### config.mk
export PLATFORM = sky130hd
export DESIGN_NAME = par_to_ser_lanes
export DESIGN_NICKNAME = d
export VERILOG_FILES = /design/src/rtl/par_to_ser_lanes.sv
export SDC_FILE = /design/constraint.sdc
export NUM_CORES = 1
export LEC_CHECK = 0
export BUFFER_PORTS_ARGS = -buffer_cell sky130_fd_sc_hd__buf_2
export CORE_MARGIN = 2
export CORE_UTILIZATION = 58
export CTS_CLUSTER_DIAMETER = 30
export CTS_CLUSTER_SIZE = 20
export DETAILED_ROUTE_END_ITERATION = 12
export GPL_ROUTABILITY_DRIVEN = 0
export PLACE_DENSITY_LB_ADDON = 0.1
export SYNTH_ARGS = -nofsm -noshare
export SYNTH_HDL_FRONTEND = slang
export SYNTH_SLANG_ARGS = --single-unit
### constraint.sdc
create_clock -name clk_i -period 9.39 [get_ports clk_i]
set_clock_uncertainty 0.05 [all_clocks]
set_input_delay 0.939 -clock clk_i [delete_from_list [all_inputs] [get_ports clk_i]]
set_output_delay 0.939 -clock clk_i [all_outputs]
set_load 0.03 [all_outputs]
### src/rtl/par_to_ser_lanes.sv
// par_to_ser_lanes: captures an N-word vector and replays it as ceil(len/Lanes)
// beats of Lanes words. Supports a runtime length, reversed order, a per-lane
// keep mask and a last flag. Output beats are fully registered. A new vector
// is reloaded on the cycle its predecessor's last beat is taken, so there is
// no bubble between vectors.
module par_to_ser_lanes #(
  parameter  int Width = 16,
  parameter  int N     = 8,
  parameter  int Lanes = 1,
  localparam int LW    = $clog2(N + 1),
  localparam int Beats = N / Lanes,
  localparam int IW    = (Beats > 1) ? $clog2(Beats) : 1
) (
  input  logic                          clk_i,
  input  logic                          rst_i,
  input  logic                          s_valid_i,
  output logic                          s_ready_o,
  input  logic [0:N-1][Width-1:0]       s_data_i,
  input  logic [LW-1:0]                 s_len_i,
  input  logic                          s_rev_i,
  output logic                          m_valid_o,
  input  logic                          m_ready_i,
  output logic [0:Lanes-1][Width-1:0]   m_data_o,
  output logic [Lanes-1:0]              m_keep_o,
  output logic                          m_last_o,
  output logic [IW-1:0]                 m_idx_o
);

  // Beat counter must be able to hold the beat count itself (up to Beats).
  localparam int BW  = $clog2(Beats + 1);
  localparam int IXW = (N > 1) ? $clog2(N) : 1;

  if ((N < 1) || ((N % Lanes) != 0)) begin : g_bad_params
    $error("par_to_ser_lanes: N must be >= 1 and a multiple of Lanes");
  end

  typedef enum logic [0:0] {
    ST_IDLE  = 1'b0,
    ST_SHIFT = 1'b1
  } state_t;

  state_t                      r_state;
  state_t                      w_next_state;
  logic                        w_ready;
  logic                        w_accept;
  logic                        w_advance;
  logic                        w_done;

  logic [0:N-1][Width-1:0]     r_buf;
  logic [LW-1:0]               r_len;
  logic                        r_rev;
  logic [BW-1:0]               r_beats;
  logic [BW-1:0]               r_beat;

  logic [LW-1:0]               w_eff_len;
  logic [BW-1:0]               w_eff_beats;

  logic [0:N-1][Width-1:0]     w_src_data;
  logic [LW-1:0]               w_src_len;
  logic                        w_src_rev;
  logic [BW-1:0]               w_src_beats;
  logic [BW-1:0]               w_src_beat;

  logic [0:Lanes-1][Width-1:0] w_beat_data;
  logic [Lanes-1:0]            w_beat_keep;

  logic [0:Lanes-1][Width-1:0] r_m_data;
  logic [Lanes-1:0]            r_m_keep;
  logic                        r_m_last;
  logic [IW-1:0]               r_m_idx;

  // State register.
  always_ff @(posedge clk_i) begin
    if (rst_i) begin
      r_state <= ST_IDLE;
    end else begin
      r_state <= w_next_state;
    end
  end

  // Next-state and input-ready; ready follows m_ready_i combinationally so the
  // next vector can be taken in the same cycle the last beat leaves.
  always_comb begin
    w_next_state = r_state;
    w_ready      = 1'b0;
    case (r_state)
      ST_IDLE: begin
        w_ready = 1'b1;
        if (s_valid_i) begin
          w_next_state = ST_SHIFT;
        end else begin
          w_next_state = ST_IDLE;
        end
      end
      ST_SHIFT: begin
        w_ready = m_ready_i & r_m_last;
        if (m_ready_i & r_m_last) begin
          if (s_valid_i) begin
            w_next_state = ST_SHIFT;
          end else begin
            w_next_state = ST_IDLE;
          end
        end else begin
          w_next_state = ST_SHIFT;
        end
      end
      default: begin
        w_next_state = ST_IDLE;
        w_ready      = 1'b0;
      end
    endcase
  end

  assign s_ready_o = w_ready & ~rst_i;
  assign w_accept  = s_valid_i & s_ready_o;
  assign w_advance = (r_state == ST_SHIFT) & m_ready_i & ~r_m_last;
  assign w_done    = (r_state == ST_SHIFT) & m_ready_i & r_m_last;

  // Effective length: 0 or anything above N means a full vector.
  always_comb begin
    if ((s_len_i == {LW{1'b0}}) || (s_len_i > LW'(N))) begin
      w_eff_len = LW'(N);
    end else begin
      w_eff_len = s_len_i;
    end
    w_eff_beats = BW'((int'(w_eff_len) + Lanes - 1) / Lanes);
  end

  // Select what the next registered beat is built from: the incoming vector
  // on accept (beat 0), otherwise the captured vector at the following beat.
  always_comb begin
    if (w_accept) begin
      w_src_data  = s_data_i;
      w_src_len   = w_eff_len;
      w_src_rev   = s_rev_i;
      w_src_beats = w_eff_beats;
      w_src_beat  = {BW{1'b0}};
    end else begin
      w_src_data  = r_buf;
      w_src_len   = r_len;
      w_src_rev   = r_rev;
      w_src_beats = r_beats;
      w_src_beat  = r_beat + BW'(1);
    end
  end

  // Lane mux: lane k of beat b carries sequence position p = b*Lanes + k,
  // which is word p (normal) or word len-1-p (reversed); lanes past len are blank.
  always_comb begin
    int               v_pos;
    logic [IXW-1:0]   v_word;
    v_pos       = 0;
    v_word      = {IXW{1'b0}};
    w_beat_data = {(Lanes * Width){1'b0}};
    w_beat_keep = {Lanes{1'b0}};
    for (int k = 0; k < Lanes; k++) begin
      v_pos = int'(w_src_beat) * Lanes + k;
      if (v_pos < int'(w_src_len)) begin
        if (w_src_rev) begin
          v_word = IXW'(int'(w_src_len) - 1 - v_pos);
        end else begin
          v_word = IXW'(v_pos);
        end
        w_beat_keep[k] = 1'b1;
        w_beat_data[k] = w_src_data[v_word];
      end else begin
        w_beat_keep[k] = 1'b0;
        w_beat_data[k] = {Width{1'b0}};
      end
    end
  end

  // Capture the vector on accept and register each outgoing beat; hold under
  // backpressure and blank the outputs once the final beat has been taken.
  always_ff @(posedge clk_i) begin
    if (rst_i) begin
      r_buf    <= {(N * Width){1'b0}};
      r_len    <= {LW{1'b0}};
      r_rev    <= 1'b0;
      r_beats  <= {BW{1'b0}};
      r_beat   <= {BW{1'b0}};
      r_m_data <= {(Lanes * Width){1'b0}};
      r_m_keep <= {Lanes{1'b0}};
      r_m_last <= 1'b0;
      r_m_idx  <= {IW{1'b0}};
    end else if (w_accept | w_advance) begin
      if (w_accept) begin
        r_buf   <= s_data_i;
        r_len   <= w_eff_len;
        r_rev   <= s_rev_i;
        r_beats <= w_eff_beats;
      end
      r_beat   <= w_src_beat;
      r_m_data <= w_beat_data;
      r_m_keep <= w_beat_keep;
      r_m_last <= (w_src_beat == (w_src_beats - BW'(1)));
      r_m_idx  <= IW'(w_src_beat);
    end else if (w_done) begin
      r_m_data <= {(Lanes * Width){1'b0}};
      r_m_keep <= {Lanes{1'b0}};
      r_m_last <= 1'b0;
      r_m_idx  <= {IW{1'b0}};
    end
  end

  assign m_valid_o = (r_state == ST_SHIFT);
  assign m_data_o  = r_m_data;
  assign m_keep_o  = r_m_keep;
  assign m_last_o  = r_m_last;
  assign m_idx_o   = r_m_idx;

endmodule

Yosys cells after proc, flatten, opt, wreduce, memory -nomap -nowiden
Index checks and enable logic that the tools add are counted.
{"block": "totals", "rom_bits": 0, "n_memories": 0, "mem_bits_rw": 0, "latch_bits": 0, "wordCells": 65, "regBits": 163, "in_bits": 137}
{"block": "classes", "bitwise": 11, "order_cmp": 3, "div": 0, "reduce_logical": 3, "mul": 0, "shift": 0, "addsub": 6, "eq_ne": 1, "muxes": 24}
{"cell": "two-way mux 128 bit", "count": 1}
{"cell": "two-way mux 16 bit", "count": 5}
{"cell": "binary-select mux 16 bit (select 3 bit)", "count": 1}
{"cell": "two-way mux 4 bit", "count": 4}
{"cell": "two-way mux 3 bit", "count": 4}
{"cell": "adder 4 x 1 -> 4 bit, second input constant", "count": 2}
{"cell": "subtractor 4 x 1 -> 4 bit, second input constant", "count": 2}
{"cell": "two-way mux 1 bit", "count": 7}
{"cell": "AND 1 bit", "count": 6}
{"cell": "equality test 4 bit", "count": 1}
{"cell": ">= comparator 4 bit, second input constant", "count": 1}
{"cell": "> comparator 4 bit, second input constant", "count": 1}
{"cell": "zero test 4 bit", "count": 1}
{"cell": "< comparator 4 bit", "count": 1}
{"cell": "inverter 3 -> 4 bit", "count": 1}
{"cell": "case mux 1 bit (2 select lines)", "count": 2}
{"cell": "inverter 1 bit", "count": 3}
{"cell": "subtractor 3 x 1 -> 3 bit, second input constant", "count": 1}
{"cell": "subtractor 3 bit", "count": 1}
{"cell": "nonzero test 2 bit", "count": 1}
{"cell": "logical OR 1 bit", "count": 1}
{"cell": "bitwise OR 1 bit", "count": 1}

Depth between registers and ports, before layout
Gate-level depths: netlist (run 1).
{"block": "depth", "depth_word": 15, "depth_mapped": 16, "mapped_depth_nobuf": 14}

Worst setup path after synthesis (run 1)
OpenSTA, ideal clock, no wires.
{"block": "synth_path", "path_type": "input to register", "start": "in rst_i", "end": "reg r_m_data, in the netlist m_data_o[11]", "n_path_buf": 5, "path_stages": 16, "path_slack_ns": 5.211, "arrival_time_ns": 4.013, "cell_sequence": "clkbuf_1 > nand2b_4 > nor2_4 > buf_2 > buf_2 > buf_2 > nor2_1 > ha_1 > xor2_1 > o211ai_1 > o211ai_2 > and3_1 > clkbuf_1 > a32o_1 > a221o_1 > a22o_1"}
{"block": "synth_via", "elab_cells_between_ends": 20, "classes_between": "add/sub: 2; order compare: 1; mux: 11; bitwise: 5; reduce/logical: 1"}
{"item": "start, declared", "line_no": "15", "source": "input logic rst_i,"}
{"item": "inverter 1 bit (*)", "line_no": "114", "source": "assign s_ready_o = w_ready & ~rst_i;"}
{"item": "AND 1 bit (*)", "line_no": "114"}
{"item": "AND 1 bit (*)", "line_no": "115", "source": "assign w_accept = s_valid_i & s_ready_o;"}
{"item": "two-way mux 4 bit (*)", "line_no": "132", "source": "if (w_accept) begin"}
{"item": "named net w_src_beat[2]", "line_no": "62", "source": "logic [BW-1:0] w_src_beat;"}
{"item": "subtractor 3 bit", "line_no": "160", "source": "v_word = IXW'(int'(w_src_len) - 1 - v_pos);"}
{"item": "two-way mux 3 bit", "line_no": "159", "source": "if (w_src_rev) begin"}
{"item": "two-way mux 3 bit", "line_no": "158", "source": "if (v_pos < int'(w_src_len)) begin"}
{"item": "inverter 3 -> 4 bit (not written as such)", "line_no": "165", "source": "w_beat_data[k] = w_src_data[v_word];"}
{"item": "binary-select mux 16 bit (select 3 bit)", "line_no": "165"}
{"item": "two-way mux 16 bit (not written as such) (2 in series)", "line_no": "165"}
{"item": "two-way mux 16 bit (*)", "line_no": "158"}
{"item": "two-way mux 16 bit (*)", "line_no": "186", "source": "end else if (w_accept | w_advance) begin"}
{"item": "end signal, assigned", "line_no": "182", "source": "r_m_data <= {(Lanes * Width){1'b0}};"}
{"item": "end signal, assigned", "line_no": "194", "source": "r_m_data <= w_beat_data;"}
{"item": "end signal, assigned", "line_no": "199", "source": "r_m_data <= {(Lanes * Width){1'b0}};"}
{"item": "end, declared", "line_no": "67", "source": "logic [0:Lanes-1][Width-1:0] r_m_data;"}
The timed path passes the listed nets; every way through them passes the cells marked *. The select of a mux whose other input is x is not followed.
A chain may end at the register's enable or synchronous reset.

Worst setup path after layout (run 1)
{"block": "layout_path", "start": "in rst_i", "end": "reg r_m_data, in the netlist m_data_o[14]"}
{"block": "layout_via", "elab_chain_cells": 14, "elab_cells_between_ends": 20, "classes_between": "add/sub: 2; order compare: 1; mux: 11; bitwise: 5; reduce/logical: 1"}
{"item": "inverter 1 bit (*)", "line_no": "114"}
{"item": "AND 1 bit (*)", "line_no": "114"}
{"item": "AND 1 bit (*)", "line_no": "115"}
{"item": "two-way mux 4 bit (*)", "line_no": "132"}
{"item": "named net w_src_len[0]", "line_no": "59", "source": "logic [LW-1:0] w_src_len;"}
{"item": "subtractor 3 x 1 -> 3 bit", "line_no": "160"}
{"item": "subtractor 3 bit", "line_no": "160"}
{"item": "two-way mux 3 bit", "line_no": "159"}
{"item": "two-way mux 3 bit", "line_no": "158"}
{"item": "inverter 3 -> 4 bit (not written as such)", "line_no": "165"}
{"item": "binary-select mux 16 bit (select 3 bit)", "line_no": "165"}
{"item": "two-way mux 16 bit (not written as such) (2 in series)", "line_no": "165"}
{"item": "two-way mux 16 bit (*)", "line_no": "158"}
{"item": "two-way mux 16 bit (*)", "line_no": "186"}
Marked as above.

==> results of run 1 <==
[cell type report]
| cell class | count | area, µm² | share of cell area |
|---|---|---|---|
| repair buffers | 163 | 828 | 0.0978 |
| clock inverters | 10 | 109 | 0.0128 |
| multi-input cells | 492 | 3620 | 0.427 |
| clock buffers | 22 | 454 | 0.0536 |
| flip-flops and latches | 163 | 3260 | 0.385 |
| well taps | 147 | 184 | 0.0217 |
| inverters | 4 | 15.0 | 0.00177 |
[sequential cells by signal, summed over array words and instances, names as in the netlist]
name	flops
m_data_o	16
r_len	4
m_keep_o	1
m_valid_o	1
m_idx_o	3
r_rev	1
r_beat	4
r_buf	128
r_beats	4
m_last_o	1
[stage by stage]
stage                util  hold WS [ps]  worst slack (ps)
CTS                 0.705           424              4330
floorplan               -           405              5210
finish              0.705           428              4270
global route        0.705           434              3940
global placement    0.658           415              4110
detailed placement  0.658           411              3890
[logic make-up (layout without fill, tap and decap cells)]
logic type               count (synthesis)  in the layout
AO/OA/AOI/OAI                           83             83
adder cells (fa/ha/maj)                  8              8
buffers and inverters                   52            199
flip-flops                             163            163
multiplexers                           182            182
AND/OR/NAND/NOR                        208            208
XOR/XNOR                                11             11
[critical path: stages]
cell	delay (ps)
buf_4	480
nor2b_1	200
nand2_1	420
nor2_1	210
and2_1	250
a21o_1	190
ha_1	190
fa_1	370
xor2_1	220
o211ai_1	190
o211ai_4	450
a21oi_1	410
a32o_1	340
a221o_1	260
a22o_1	220
[routing by layer]
metal | global-route usage | vias to the layer above | wire length [µm]
met5 | 0 | - | 0
met4 | 0.0972 | 0 | 360
met3 | 0.0638 | 27 | 1230
met2 | 0.416 | 225 | 7870
met1 | 0.365 | 2681 | 7920
li1 | - | 2758 | -
[cells in the final DEF, fill, tap and decap left out, types with 6 or more instances in the layout]
cell	Yosys	layout
a21oi_1	11	11
a221o_1	16	16
a22o_1	21	21
a22oi_1	6	6
a32o_1	11	11
buf_2	17	158
clkbuf_16	0	17
dfxtp_1	163	163
ha_1	7	7
mux2i_1	182	182
nand2_1	29	29
nor2_1	150	150
nor3_1	11	11
xnor2_1	7	7
[Yosys cell counts, drive strengths merged]
cell      n  share of area
dfxtp   163           0.46
o221a     1         0.0016
nor4bb    1         0.0014
a21oi    11         0.0077
nor2    151          0.081
inv       4         0.0021
o21a      1         0.0011
xnor2     7         0.0086
a21boi    2         0.0037
a21bo     1         0.0014
nand2    29          0.015
fa        1         0.0028
nor2b     3         0.0026
nor3     11         0.0077
and2      2         0.0018
o21ai     6         0.0063
nand4     2         0.0018
a21o      1         0.0011
a32o     11          0.015
mux2i   182           0.26
o21ba     1         0.0014
clkbuf   23          0.012
a211o     1         0.0012
a22oi     6         0.0063
o31ai     1         0.0011
nand3     5         0.0035
and3      2         0.0018
a221o    16          0.022
o221ai    1         0.0037
nand2b    2         0.0028
buf      25          0.022
ha        7          0.012
o211ai    2         0.0028
xor2      4         0.0049
a22o     21          0.026
[final timing paths]
check,start,cells past startpoint,end,slack (ps)
hold / removal,m_data_o[12]$_SDFFE_PP0P_,1,m_data_o[12]$_SDFFE_PP0P_,430
setup reg to reg,m_last_o$_SDFFE_PP0P_,14,m_data_o[14]$_SDFFE_PP0P_,4860
hold reg to reg,m_data_o[12]$_SDFFE_PP0P_,1,m_data_o[12]$_SDFFE_PP0P_,430
setup / recovery,rst_i,15,m_data_o[14]$_SDFFE_PP0P_,4270
[power breakdown]
group	total, mW	internal (mW)	switching (mW)
Clock	0.663	0.396	0.267
Sequential	0.730	0.720	0.00993
Combinational	0.239	0.0995	0.139
Total	1.63	1.22	0.416
==> impl_metrics.toml, run 1 <==
[route]
detail_route.vias_per_cell = 5.69
ant_nets = 0
vias = 5691
drc = 0
wl_per_cell_um = 17.4
wl_um = 17400
drt_first_iter_violations = 534
drt_pass1_iterations = 7

[die]
rows = 40
chipHeight_um = 115
die_area_um2 = 13200
core_area_um2 = 12000
initial_utilization = 0.594
die_x_um = 115
pin_count = 160

[synth]
syn_inst = 707
ys_seq_area_frac = 0.458
synth_top_family_by_area = "multiplexers"
yosys.cell_types.count = 44
yosysWarningCount = 0
synthXorXnorAreaFrac = 0.0135
synthAdderAreaFrac = 0.0151
ys_ff_latch = 163
synthMuxAreaShare = 0.255
synth_area_um2 = 7130
synth_compound_area_frac = 0.103
synthSimpleGateAreaFrac = 0.119
syn-mean-instance-area_um2 = 10.1
synth_nets = 852

[power_and_ir_drop]
p_per_area_nw_per_um2 = 193
power.total_mw = 1.63
peakVddDrop_mv = 0.105
p_leak_nw = 3.71

[grt]
grt_pass1_vias = 5458
grt_pass1_wl_um = 27300
antenna_found_initial = 0
grt-ovfl-total = 0
grt.total_usage = 0.267
grt_start_max_net_pins = 93

[clock_network]
numCtsBuffers = 17
cts-resized-gates = 0
htreeDepth = 4
cts_setup_buffers = 0
clkTransAtPathRegs_ps = 60
cts_hold_buf = 0
tritoncts = "yes"
clk-insertion-delay-late_ps = 420
cts.sinks = 163
clockBufferDepth = 2
cts_root_buffer = "clkbuf_16"

[timing]
final.setup.tns_ps = 0
setup_violations = 0
hold_violations = 0
worst_pin_slew_ps = 1090
fmax_mhz = 195
slew_headroom = 0.271
drv_slew = 0
min_period_over_period = 0.545
rsz0062_at_grt = "no"
min_period_ps = 5120

[flow_run]
maxCapViolCount = 0

[placed_design]
port_buffers = 159
dp_hpwl_um = 12500
placed_area_um2 = 7910
dp.cells = 969

[critical_path]
worst_setup_path_end_kind = "flip-flop"
cp.arrival_ps = 5380
required_ps = 9650
worstSetupPathType = "in2reg"
start_kind = "input pin"
path_max_fanout = 61

[final_layout]
area_delta_synth_final_pct = 18.8
fin_cells = 1001
diodes = 0
fin_area_um2 = 8470
fill_cells = 936
drive_above_1_share = 0.235
layout.nets = 986

[hold_path]
hold_path_class = "reg2reg"

[status]
status = "completed"
(Power assumes the default switching activity.)
==> inputs of run 2 (changes only) <==
--- a/config.mk
+++ b/config.mk
@@ -7,7 +7,7 @@
 export LEC_CHECK = 0
 export BUFFER_PORTS_ARGS = -buffer_cell sky130_fd_sc_hd__buf_2
 export CORE_MARGIN = 2
-export CORE_UTILIZATION = 58
+export CORE_UTILIZATION = 54
 export CTS_CLUSTER_DIAMETER = 30
 export CTS_CLUSTER_SIZE = 20
 export DETAILED_ROUTE_END_ITERATION = 12
==> constraint.sdc (replaced) <==
create_clock -name clk_i -period 4.75 [get_ports clk_i]
set_clock_uncertainty 0.05 [all_clocks]
set_input_delay 0.475 -clock clk_i [delete_from_list [all_inputs] [get_ports clk_i]]
set_output_delay 0.475 -clock clk_i [all_outputs]
set_load 0.03 [all_outputs]
==> run 2 against run 1 <==
Against the previous run: worst hold slack lost 170 ps; die area grew 7.1%; global-route usage shrank 1.1 points; critical endpoint unchanged; largest power group is now the clock network; highest routed layer unchanged.
==> impl_metrics.toml, run 2 (same netlist as run 1, synthesis figures left out) <==
[die]
pin_count = 160
rows = 41
core_area_um2 = 12800
initial_utilization = 0.558
die_area_um2 = 14100
die_x_um = 119
chipHeight_um = 119

[power_and_ir_drop]
power.total_mw = 3.38
p_leak_nw = 3.77
power_switching_share = 0.242
p_int_mw = 2.56
peakVddDrop_mv = 0.255
combPwrFrac = 0.140
p_sw_uw = 818
clkPwrFrac = 0.433
seqPwrFrac = 0.427
p_per_area_nw_per_um2 = 393

[clock_network]
htreeDepth = 4
cts.sinks = 163
cts-resized-gates = 0
cts_setup_buffers = 0
cts_hold_buf = 0
tritoncts = "yes"
numCtsBuffers = 17
clk-insertion-delay-late_ps = 430
clockBufferDepth = 2
clkTransAtPathRegs_ps = 60
cts_root_buffer = "clkbuf_16"

[timing]
rsz0062_at_grt = "no"
drv_slew = 0
min_period_ps = 4160
slew_headroom = 0.283
min_period_over_period = 0.875
worst_pin_slew_ps = 1070
setup_violations = 0
hold_violations = 0
final.setup.tns_ps = 0
fmax_mhz = 241

[critical_path]
path_max_fanout = 21
crit_top_cell = "nor2_1"
start_kind = "flip-flop"
worstSetupPathType = "reg2reg"
slowest_stage = "dfxtp_1"
crit_path_max_incr_delay_ps = 410
crit_buf_inv = 1
worst_setup_path_end_kind = "flip-flop"
required_ps = 5010
critPathLaunch = "m_last_o$_SDFFE_PP0P_"
cp.arrival_ps = 4420
crit_chain = "a21bo_2 > nand2_1 > nor2_1 > and2_1 > a21o_1 > ha_1 > fa_1 > xor2_1 > nand4_1 > o211ai_2 > buf_4 > nor2_1 > a221o_1 > a22o_1"
critPathTopFamily = "simple AND/OR/NAND/NOR gates"
r2r_start = "m_last_o$_SDFFE_PP0P_"

[grt]
grt_pass1_vias = 5590
grt_pass1_wl_um = 28500
antenna_found_initial = 0
grt-ovfl-total = 0
grt.total_usage = 0.256
grt_start_max_net_pins = 87

[final_layout]
diodes = 0
drive_above_1_share = 0.238
area_delta_synth_final_pct = 20.7
layout.nets = 988
layout_common_cells = "mux2i_1 (182), dfxtp_1 (163), buf_2 (158)"
largest_reg_flops = 128
seq_area_um2 = 3260
largest-register = "r_buf"
multi_input_area_um2 = 3610
fill_cells = 1018
mostFrequentLayoutCell = "mux2i_1"

[route]
detail_route.vias_per_cell = 5.54
vias = 5694
drt_first_iter_violations = 448
drc = 0
wl_per_cell_um = 17.4
ant_nets = 0
drt_pass1_iterations = 5
wl_um = 17800

[placed_design]
dp_hpwl_um = 12900
port_buffers = 159

[flow_run]
maxCapViolCount = 0

[hold_path]
hp-start = "s_data_i[111]"
hold_path_class = "in2reg"

[status]
status = "completed"
[run 2: cell types whose count changed in the layout (fill, tap and decap cells not counted)]
cell / before / now
buf_12: 0 / 2
bufinv_16: 2 / 5
o211ai_2: 0 / 1
clkbuf_1: 4 / 3
clkinvlp_4: 2 / 1
clkinv_4: 1 / 0
o211ai_4: 1 / 0
[run 2: worst paths after layout]
check                           slack, ps  cells after the start                         to
worst max-delay path                  590                     14  m_data_o[14]$_SDFFE_PP0P_
worst min-delay path                  250                      3    r_buf[111]$_SDFFE_PP0N_
worst max register to register        590                     14  m_data_o[14]$_SDFFE_PP0P_
worst min register to register        430                      2      m_keep_o$_SDFFE_PP0P_
[run 2: power groups by stage]
stage	Combinational (mW)	Sequential, mW	Clock [mW]
global route	0.516	1.45	1.54
global placement	0.463	1.47	0
detailed placement	0.472	1.47	0
finish	0.475	1.44	1.46
CTS	0.474	1.44	1.48
floorplan	0.320	1.48	0
[run 2: stage by stage]
step,util,hold WS [ps],setup slack (ps),instances,cell area [µm²]
floorplan,-,405,993,707,7130
global placement,0.624,410,632,996,7970
detailed placement,0.624,419,440,996,7970
CTS,0.674,249,605,1028,8600
global route,0.674,275,347,1028,8600
finish,0.674,253,593,1028,8600
[run 2: final cells by class]
class / count / share of cell area
tap: 172 / 0.0250
timing repair buffer: 165 / 0.101
inverter: 4 / 0.00174
sequential: 163 / 0.379
clock inverter: 11 / 0.0212
multi-input combinational: 492 / 0.420
clock buffer: 21 / 0.0523
[run 2: layer usage]
metal	global-route usage	wire, µm	vias up
li1	-	-	2770
met1	0.362	8590	2701
met2	0.380	7810	200
met3	0.0560	1090	23
met4	0.101	352	0
met5	0	0	-
[run 2: worst reg2reg max path, stage by stage (launching register included)]
cell	delay, ps
dfxtp_1	410
a21bo_2	270
nand2_1	370
nor2_1	220
and2_1	240
a21o_1	190
ha_1	200
fa_1	380
xor2_1	190
nand4_1	140
o211ai_2	130
buf_4	380
nor2_1	270
a221o_1	370
a22o_1	220
==> inputs of run 3 (changes only) <==
==> constraint.sdc (replaced) <==
create_clock -name clk_i -period 3.97 [get_ports clk_i]
set_clock_uncertainty 0.05 [all_clocks]
set_input_delay 0.397 -clock clk_i [delete_from_list [all_inputs] [get_ports clk_i]]
set_output_delay 0.397 -clock clk_i [all_outputs]
set_load 0.03 [all_outputs]
==> run 3 against run 2 <==
Against the previous run: combinational power is 21% higher; sequential share of layout area down 0.24 points; fmax increased by 16%; total power is 18% higher; design area grew 0.64%; clock-buffer cell count is the same; die area did not move; first-iteration DRC count down 8.7%; worst hold slack worse by 65 ps; setup slack worse by 200 ps; global-route usage up 0.17 points; final cell count rose by 0.97%.
==> impl_metrics.toml, run 3 (same netlist as run 1, synthesis figures left out) <==
[grt]
grt-ovfl-total = 0
grt_pass1_vias = 5490
grt.total_usage = 0.258
antenna_found_initial = 2
grt_start_max_net_pins = 85
grt_pass1_wl_um = 28400

[clock_network]
cts_setup_buffers = 0
cts-resized-gates = 0
cts.sinks = 163
cts_hold_buf = 0
clockBufferDepth = 2
cts_root_buffer = "clkbuf_16"
clkTransAtPathRegs_ps = 60
htreeDepth = 4
clk-insertion-delay-late_ps = 430
numCtsBuffers = 17
tritoncts = "yes"

[critical_path]
critPathLaunch = "m_valid_o$_SDFF_PP0_"
worstSetupPathType = "reg2reg"
cp.arrival_ps = 3850
reg2reg_slack_ps = 390
r2r_start = "m_valid_o$_SDFF_PP0_"
path_max_fanout = 21
worst_setup_path_end_kind = "flip-flop"
r2r_cells = 14
start_kind = "flip-flop"
required_ps = 4240

[final_layout]
drive_above_1_share = 0.247
fill_cells = 1040
multi_input_area_um2 = 3610
layout_common_cells = "mux2i_1 (182), dfxtp_1 (163), buf_2 (158)"
mostFrequentLayoutCell = "mux2i_1"
largest_reg_flops = 128
seq_area_um2 = 3260
area_delta_synth_final_pct = 21.4
layout.nets = 997
largest-register = "r_buf"
fin_util = 0.678
fin_area_um2 = 8660

[timing]
min_period_over_period = 0.901
slew_headroom = 0.273
setup_violations = 0
hold_violations = 0
drv_slew = 0
min_period_ps = 3580
setup_ws_ps = 393
fmax_mhz = 280
worst_pin_slew_ps = 1090
final.setup.tns_ps = 0
rsz0062_at_grt = "no"

[hold_path]
hold_depth = 3
hp-start = "s_data_i[12]"
hold_path_class = "in2reg"

[route]
ant_nets = 0
drt_first_iter_violations = 409
wl_per_cell_um = 17.5
drc = 0
vias = 5775
detail_route.vias_per_cell = 5.56
drt_pass1_iterations = 5
wl_um = 18200

[placed_design]
port_buffers = 159
dp_hpwl_um = 13100
dp_worst_setup_slack_ps = 274
placed_area_um2 = 8040

[die]
die_area_um2 = 14100
core_area_um2 = 12800
initial_utilization = 0.558
die_x_um = 119
pin_count = 160
rows = 41
chipHeight_um = 119

[power_and_ir_drop]
p_per_area_nw_per_um2 = 463
p_leak_nw = 3.81
peakVddDrop_mv = 0.259

[status]
status = "completed"

[flow_run]
maxCapViolCount = 0
[run 3: metal layers]
layer,track usage,routed length [µm],vias to the layer above
met2,0.388,8090,205
li1,-,-,2791
met1,0.355,8460,2742
met5,0,16,-
met4,0.0997,389,2
met3,0.0651,1220,35
[run 3: metrics by stage]
step                hold WS, ps  std cells  total power, mW
floorplan                   405        707             2.15
detailed placement          414       1005             2.33
finish                      188       1038             4.01
global placement            408       1005             2.31
CTS                         177       1037             4.02
global route                189       1038             4.16
[run 3: final cells by class]
type,count,share of cell area
repair buffers,174,0.108
diodes,1,0.000289
flip-flops and latches,163,0.377
clock inverters,11,0.0182
well taps,172,0.0249
inverters,4,0.00173
clock buffers,21,0.0532
multi-input cells,492,0.417
[run 3: critical path: stages (launching register included)]
cell      delay, ps
dfxtp_1         370
a21bo_2         270
nand2_1          90
nor2_1           50
and2_1          170
a21o_1          180
ha_1            200
fa_1            370
xor2_1          200
nand4_1         140
o211ai_2        130
buf_4           380
nor2_1          280
a221o_1         370
a22o_1          220
[run 3: report_power, final]
group / internal [mW] / switching (mW) / total (mW) / leakage [nW]
sequential: 1.70 / 0.0212 / 1.72 / 1.33
clock: 1.08 / 0.627 / 1.70 / 0.306
combinational: 0.241 / 0.334 / 0.576 / 2.18
total: 3.02 / 0.982 / 4.01 / 3.81
[run 3: worst paths after layout]
| kind | end |
|---|---|
| hold / removal | r_buf[12]$_SDFFE_PP0N_ |
| setup reg to reg | m_data_o[14]$_SDFFE_PP0P_ |
| setup / recovery | m_data_o[14]$_SDFFE_PP0P_ |
| hold reg to reg | m_data_o[12]$_SDFFE_PP0P_ |
